===== src/rtl/instr_fetch.sv =====
// Fetch stage: one outstanding word read per accepted PC, results buffered in a small FIFO to decode.
// Accept to instr_valid is 3 cycles minimum; a PC is taken only when a FIFO slot is free; redirect flushes.
module instr_fetch #(
  parameter int OPD_WIDTH  = 32,
  parameter int PC_WIDTH   = 12,
  parameter int FIFO_DEPTH = 2
) (
  input  logic                            clk,
  input  logic                            rst,
  input  logic [PC_WIDTH-1:0]             pc_in,
  input  logic                            pc_valid,
  output logic                            pc_ready,
  input  logic                            redirect,
  output logic                            imem_req,
  output logic [PC_WIDTH-1:0]             imem_addr,
  input  logic                            imem_gnt,
  input  logic                            imem_rvalid,
  input  logic [OPD_WIDTH-1:0]            imem_rdata,
  output logic                            instr_valid,
  input  logic                            instr_ready,
  output logic [OPD_WIDTH-1:0]            instr,
  output logic [PC_WIDTH-1:0]             instr_pc,
  output logic [$clog2(FIFO_DEPTH):0]     fifo_count
);

  localparam int PW = $clog2(FIFO_DEPTH);
  localparam int CW = PW + 1;
  localparam logic [CW-1:0]       DEPTH_C   = CW'(FIFO_DEPTH);
  localparam logic [PC_WIDTH-1:0] ADDR_MASK = ~PC_WIDTH'(3);

  localparam logic [1:0] S_IDLE  = 2'd0;
  localparam logic [1:0] S_REQ   = 2'd1;
  localparam logic [1:0] S_WAIT  = 2'd2;
  localparam logic [1:0] S_DRAIN = 2'd3;

  logic [1:0]           state_q, state_d;
  logic                 discard_q, discard_d;
  logic [PC_WIDTH-1:0]  addr_q, addr_d;
  logic [PW-1:0]        wr_ptr_q, wr_ptr_d, rd_ptr_q, rd_ptr_d;
  logic [CW-1:0]        count_q, count_d;
  logic [OPD_WIDTH-1:0] data_q [FIFO_DEPTH];
  logic [OPD_WIDTH-1:0] data_d [FIFO_DEPTH];
  logic [PC_WIDTH-1:0]  pcm_q  [FIFO_DEPTH];
  logic [PC_WIDTH-1:0]  pcm_d  [FIFO_DEPTH];

  logic accept, push, pop;

  assign pc_ready    = !rst && (state_q == S_IDLE) && (count_q < DEPTH_C);
  assign accept      = pc_valid && pc_ready;
  assign instr_valid = (count_q != '0);
  // A response coinciding with a redirect belongs to the squashed path.
  assign push        = (state_q == S_WAIT) && imem_rvalid && !redirect;
  assign pop         = instr_valid && instr_ready && !redirect;

  assign imem_req    = (state_q == S_REQ);
  assign imem_addr   = addr_q;
  assign fifo_count  = count_q;
  assign instr       = instr_valid ? data_q[rd_ptr_q] : '0;
  assign instr_pc    = instr_valid ? pcm_q[rd_ptr_q]  : '0;

  always_comb begin
    state_d   = state_q;
    discard_d = discard_q;
    addr_d    = addr_q;
    case (state_q)
      S_IDLE: begin
        if (accept) begin
          addr_d    = pc_in & ADDR_MASK;
          discard_d = 1'b0;
          state_d   = S_REQ;
        end
      end
      S_REQ: begin
        if (imem_gnt) begin
          state_d   = (discard_q || redirect) ? S_DRAIN : S_WAIT;
          discard_d = 1'b0;
        end else begin
          discard_d = discard_q || redirect;
        end
      end
      S_WAIT: begin
        if (imem_rvalid)   state_d = S_IDLE;
        else if (redirect) state_d = S_DRAIN;
      end
      default: begin
        if (imem_rvalid) state_d = S_IDLE;
      end
    endcase
  end

  always_comb begin
    wr_ptr_d = wr_ptr_q;
    rd_ptr_d = rd_ptr_q;
    count_d  = count_q;
    data_d   = data_q;
    pcm_d    = pcm_q;
    if (redirect) begin
      wr_ptr_d = '0;
      rd_ptr_d = '0;
      count_d  = '0;
    end else begin
      if (push) begin
        data_d[wr_ptr_q] = imem_rdata;
        pcm_d[wr_ptr_q]  = addr_q;
        wr_ptr_d         = wr_ptr_q + PW'(1);
      end
      if (pop) rd_ptr_d = rd_ptr_q + PW'(1);
      count_d = count_q + CW'(push) - CW'(pop);
    end
  end

  always_ff @(posedge clk or posedge rst) begin
    if (rst) begin
      state_q   <= S_IDLE;
      discard_q <= 1'b0;
      addr_q    <= '0;
      wr_ptr_q  <= '0;
      rd_ptr_q  <= '0;
      count_q   <= '0;
      data_q    <= '{default: '0};
      pcm_q     <= '{default: '0};
    end else begin
      state_q   <= state_d;
      discard_q <= discard_d;
      addr_q    <= addr_d;
      wr_ptr_q  <= wr_ptr_d;
      rd_ptr_q  <= rd_ptr_d;
      count_q   <= count_d;
      data_q    <= data_d;
      pcm_q     <= pcm_d;
    end
  end

endmodule


===== config.mk =====
export PLATFORM = sky130hd
export DESIGN_NAME = instr_fetch
export DESIGN_NICKNAME = d
export VERILOG_FILES = /design/src/rtl/instr_fetch.sv
export SDC_FILE = /design/constraint.sdc
export NUM_CORES = 1
export LEC_CHECK = 0
export ABC_CLOCK_PERIOD_IN_PS = 3520
export CAP_MARGIN = 30
export CORE_MARGIN = 2
export CORE_UTILIZATION = 23
export CTS_CLUSTER_SIZE = 14
export DETAILED_ROUTE_END_ITERATION = 10
export GPL_TIMING_DRIVEN = 0
export SYNTH_ARGS = -nofsm -noshare
export SYNTH_HDL_FRONTEND = slang
export SYNTH_SLANG_ARGS = --single-unit
export TNS_END_PERCENT = 20

===== constraint.sdc =====
create_clock -name clk -period 3.52 [get_ports clk]
set_input_delay 0.528 -clock clk [delete_from_list [all_inputs] [get_ports clk]]
set_output_delay 0.528 -clock clk [all_outputs]
set_load 0.005 [all_outputs]

; Word-level counts from Yosys, hierarchy flattened
; Index checks and enable logic that the tools add are counted.
[op_classes]
eq_ne = 5
add_sub_neg = 4
magnitude_cmp = 4
bitwise_logic = 3
n_mux = 29
reduce_logical = 21
[op_table]
columns = cell, count
row1 = $mux W32, 5
row2 = $bwmux W64, 1
row3 = $mux W12, 5
row4 = $demux W32 S1, 1
row5 = $bwmux W24, 1
row6 = $demux W12 S1, 1
row7 = $mux W2, 6
row8 = $logic_and A1 B1 Y1, 8
row9 = $reduce_bool A2 Y1, 4
row10 = $mux W1, 7
row11 = $pmux W2 S3, 1
row12 = $reduce_and A2 Y1, 3
row13 = $ge A2 B2 Y1 const B, 2
row14 = $not A1 Y2, 2
row15 = $reduce_and A4 Y1, 1
row16 = $reduce_bool A4 Y1, 1
row17 = $ne A3 B3 Y1 const B, 1
row18 = $add A1 B1 Y1 const B, 2
row19 = $add A2 B1 Y2, 1
row20 = $eq A2 B1 Y1 const B, 1
row21 = $eq A2 B2 Y1 const B, 1
row22 = $logic_not A1 Y1, 2
row23 = $logic_not A2 Y1, 1
row24 = $lt A2 B1 Y1 const B, 1
row25 = 7 further kinds, 7
[totals]
word_cells = 76
regBits = 105
out_inout_bits = 61

; Longest topological paths before layout
[logic_depth]
ltp_word = 6
depth_mapped = 8
ltp_nobuf = 7

; Least setup slack after synthesis
; OpenSTA, ideal clock, no wires.
[synth_path]
path_type = input to register
from = input redirect
to = register count_q[0] (netlist: fifo_count[0])
path_buffers = 1
stages = 6
setup_slack_ns = 1.708
arrival_time_ns = 1.679
setup_ns = 0.133
path_cell_list = clkbuf_1 or2_2 ha_1 inv_1 ha_1 nor2b_1
[synth_between]
elab_chain_cells = 5
word_cells_on_any_way = 6
cone_classes = add/sub: 2 / mux: 1 / reduce/logical: 3
[synth_lines]
columns = item, line
row1 = start: declaration, 13  ; input logic redirect,
row2 = $logic_not A1 Y1, "52, 53"
row3 = $logic_and A1 B1 Y1, 52  ; assign push = (state_q == S_WAIT) && imem_rvalid && !redirect;
row4 = $add A2 B1 Y2, 108  ; count_d = count_q + CW'(push) - CW'(pop);
row5 = $sub A2 B1 Y2, 108
row6 = $mux W2 (*), 97  ; if (redirect) begin
row7 = via count_d[0], 40  ; logic [CW-1:0] count_q, count_d;
row8 = end signal: assignment, 128  ; count_q <= count_d;
row9 = end: declaration, 40
; The timed path passes the listed nets; every way through them passes the cells marked *.
; A chain may end at the register's enable or synchronous reset.

; Worst setup path in the final report
[layout_path]
from = register count_q[1] (netlist: fifo_count[1])
to = output instr_pc[6]
[layout_between]
elab_chain_cells = 2
[layout_lines]
columns = item, line
row1 = $reduce_bool A2 Y1, 50  ; assign instr_valid = (count_q != '0);
row2 = $mux W12, 59  ; assign instr_pc = instr_valid ? pcm_q[rd_ptr_q] : '0;
row3 = end: declaration, 22  ; output logic [PC_WIDTH-1:0] instr_pc,
; No other way between the ends.

==> impl_metrics.csv <==
group,metric,value,unit
timing,grt_setup_unrepaired,"false",
synth,synth_area_leader_cell,"dfrtp_1",
worst_setup_path,startpoint,"fifo_count[1]",
worst_setup_path,crit_chain,"nor2_1 -> clkbuf_1 -> nor2_1 -> clkdlybuf4s50_1",
timing,finalHoldViolCount,0,
synth,synth.area.top_cells,"dfrtp_1 (53%), mux2_2 (13%), mux2_4 (13%)",
finish,final_cells,735,
global_routing,grt_pass1_wl,17730,um
synth,synth_seq_cells,101,
timing,max_freq,0.3126,GHz
power_and_ir_drop,ir_drop,0.3051,mV
worst_setup_path,worstSetupEndpoint,"instr_pc[6]",
timing,setup_violations,0,
cts,cts_buffer_depth,2,
finish,layout-drive-gt1-share,0.2882,
floorplan,core,20300,um^2
finish,fin_nets,513,
detailed_routing,via_per_inst,4.067,
timing,period_share,0.9089,
detailed_routing,drtPass1Iterations,4,
cts,cts_resized,0,
synth,avgSynthCellArea,14.01,um^2
global_routing,grt_pass1_vias,3297,
timing,skew,0.005076,ns
timing,worst_slew_pin_slew,0.8950,ns
detailed_routing,route.detailed.drc,0,
timing,min_period,3.199,ns
worst_setup_path,cp_data_required_time,2.99,ns
flow_run,cap_viol_max_count,0,
synth,synth-edff-count,0,
timing,finalSetupTns,0,ns
place,gp_congestion,0.7081,
synth,synthArstFlopShare,1.000,
power_and_ir_drop,power_density,650.1,nW/um^2
global_routing,antenna_found_initial,0,
finish,insertedDiodeCount,0,
synth,synth_ff_type,"dfrtp_1",
detailed_routing,via_count,2989,
cts,cts_sinks,101,
place,postPlaceCellArea,6193,um^2
cts,post-cts-setup-buffer-count,0,
finish,fin_area,6462,um^2
worst_setup_path,cp.arrival,2.67,ns
detailed_routing,drtAntennaViolNets,0,
synth,synth.most_common_cell,"dfrtp_1",
timing,maxSlewHeadroom,0.4011,
power_and_ir_drop,p_leak,2.844,nW
worst_setup_path,regToRegEndpoint,"pcm_q[16]",
synth,synthCells,340,
synth,synth.cell_area,4763,um^2
detailed_routing,drt-total-wl,10950,um
synth,synth_top_cell_area_share,0.5306,
global_routing,overflow,0,
global_routing,grt_max_degree,62,
timing,slew_viol_final,0,
place,dp.final_hpwl,7731,um
floorplan,dieArea,21880,um^2
worst_setup_path,cp_slowest_cell,"nor2_1",
detailed_routing,drt_iter0_markers,73,
floorplan,die_w,147.9,um
place,io_buffers,105,
hold_path,hold_class,"reg -> reg",
synth,synth_cell_types,29,
finish,synthToLayoutAreaGrowth,35.67,%
global_routing,gr-usage-all-layers,0.1045,
worst_setup_path,reg2reg_from,"state_q[0]",
detailed_routing,wl_per_cell,14.89,um
cts,cts_tree,"yes",
worst_setup_path,path_common_cell,"nor2_1",
cts,cts_buffers,9,
worst_setup_path,max_stage_delay,0.70,ns
cts,cts_max_level,3,
cts,ctsHoldBuffers,0,
worst_setup_path,end_kind,"output port",
cts,worstSkewPairLatency,0.34,ns
worst_setup_path,cp-start-kind,"register",
run_status,status,"finished, final reports clean",
worst_setup_path,reg2reg_depth,4,
cts,clk_pin_slew,0.06,ns
floorplan,num_rows,52,
floorplan,fp.dieH,147.9,um
synth,ys_seq_area_frac,0.5306,
worst_setup_path,crit_type,"reg -> out",
floorplan,start_util,0.2347,
worst_setup_path,critPathMaxFanout,10,
floorplan,ios,112,
place,dpl.cell_count,719,
worst_setup_path,rrSetupSlack,1.61,ns
synth,synthTopCellsByCount,"dfrtp_1 (101), mux2_2 (54), nor2_1 (49), mux2i_1 (43), mux2_4 (40)",
synth,yosysWarnings,0,
finish,fin_util,0.3184,
cts,clock-root-buffer,"clkbuf_16",
## state kept, by name, indices dropped and copies added, names as in the netlist
signal / count
imem_addr: 10
data_q: 64
pcm_q: 20
rd_ptr_q: 1
state_q: 2
wr_ptr_q: 1
fifo_count: 2
discard_q: 1
## kinds of logic after synthesis
group / share of synthesized area
and+or+nand+nor: 0.05884
AOI/OAI and AO/OA: 0.008143
muxes: 0.3441
DFF: 0.5306
xor gates and xnor gates: 0.007356
adders and majority gates: 0.005253
buffers and inverters: 0.04492
other: 0.0007873
## power breakdown
| group | internal, W | switching [W] | leakage (nW) |
|---|---|---|---|
| Combinational | 0.000899 | 0.000479 | 1.41 |
| Clock | 0.000483 | 0.000434 | 0.134 |
| Sequential | 0.00163 | 0.000278 | 1.30 |
## layout by cell type (no fill, tap or decap), drive strengths merged
cell / n
a211oi: 1
a21bo: 1
a221oi: 1
and2b: 2
buf: 19
clkbuf: 18
clkdlybuf4s50: 105
clkinv: 4
conb: 4
dfrtp: 101
ha: 2
inv: 5
mux2: 94
mux2i: 43
nand2: 1
nand3: 1
nand3b: 1
nor2: 49
nor2b: 2
nor3: 1
nor4: 2
o211ai: 1
o21ai: 1
or2: 1
or3b: 1
xnor2: 1
xor2: 3
## worst min path at each step
stage | from | slack, ns | cells past startpoint | to
after floorplan | data_q[29] | 0.48 | 1 | data_q[29]
after global placement | data_q[37] | 0.49 | 1 | data_q[37]
after detailed placement | pcm_q[22] | 0.49 | 1 | pcm_q[22]
after CTS | data_q[33] | 0.51 | 1 | data_q[33]
after global routing | data_q[40] | 0.52 | 1 | data_q[40]
final | data_q[42] | 0.51 | 1 | data_q[42]
## worst max-delay path, delay by kind of cell, from the launching register on
family                 cells  cell delay, ns
and+or+nand+nor            2            0.84
buffers and inverters      2            1.04
DFF                        1            0.44
## area by class of cell
cell class	instances	area, um^2
clock buffers	11	232.7
inverters	4	17.52
well taps	270	337.8
fillers	2032	13840
repair buffers	106	1079
clock inverters	5	36.28
flip-flops and latches	101	2527
multi-input cells	213	2033
plain buffers	25	198.9
## stage by stage
step                      hold slack (ns)  setup slack (ns)  total power [W]
after floorplan                    0.4791            0.3449         0.002758
after global placement             0.4881            -1.235         0.003256
after detailed placement           0.4945            0.5891         0.003325
after CTS                          0.5103            0.1885         0.004286
after global routing               0.5152            0.1342         0.004486
final                              0.5057            0.3205         0.004201
## layer usage
layer | track usage | share of wire | vias to the layer above
met2 | 0.1730 | 0.48 | 79
li1 | - | - | 1403
met1 | 0.1303 | 0.45 | 1497
met4 | 0.03286 | 0.0099 | 0
met5 | 0 | 0 | -
met3 | 0.03302 | 0.061 | 10
Power figures use the tool's default switching activity.
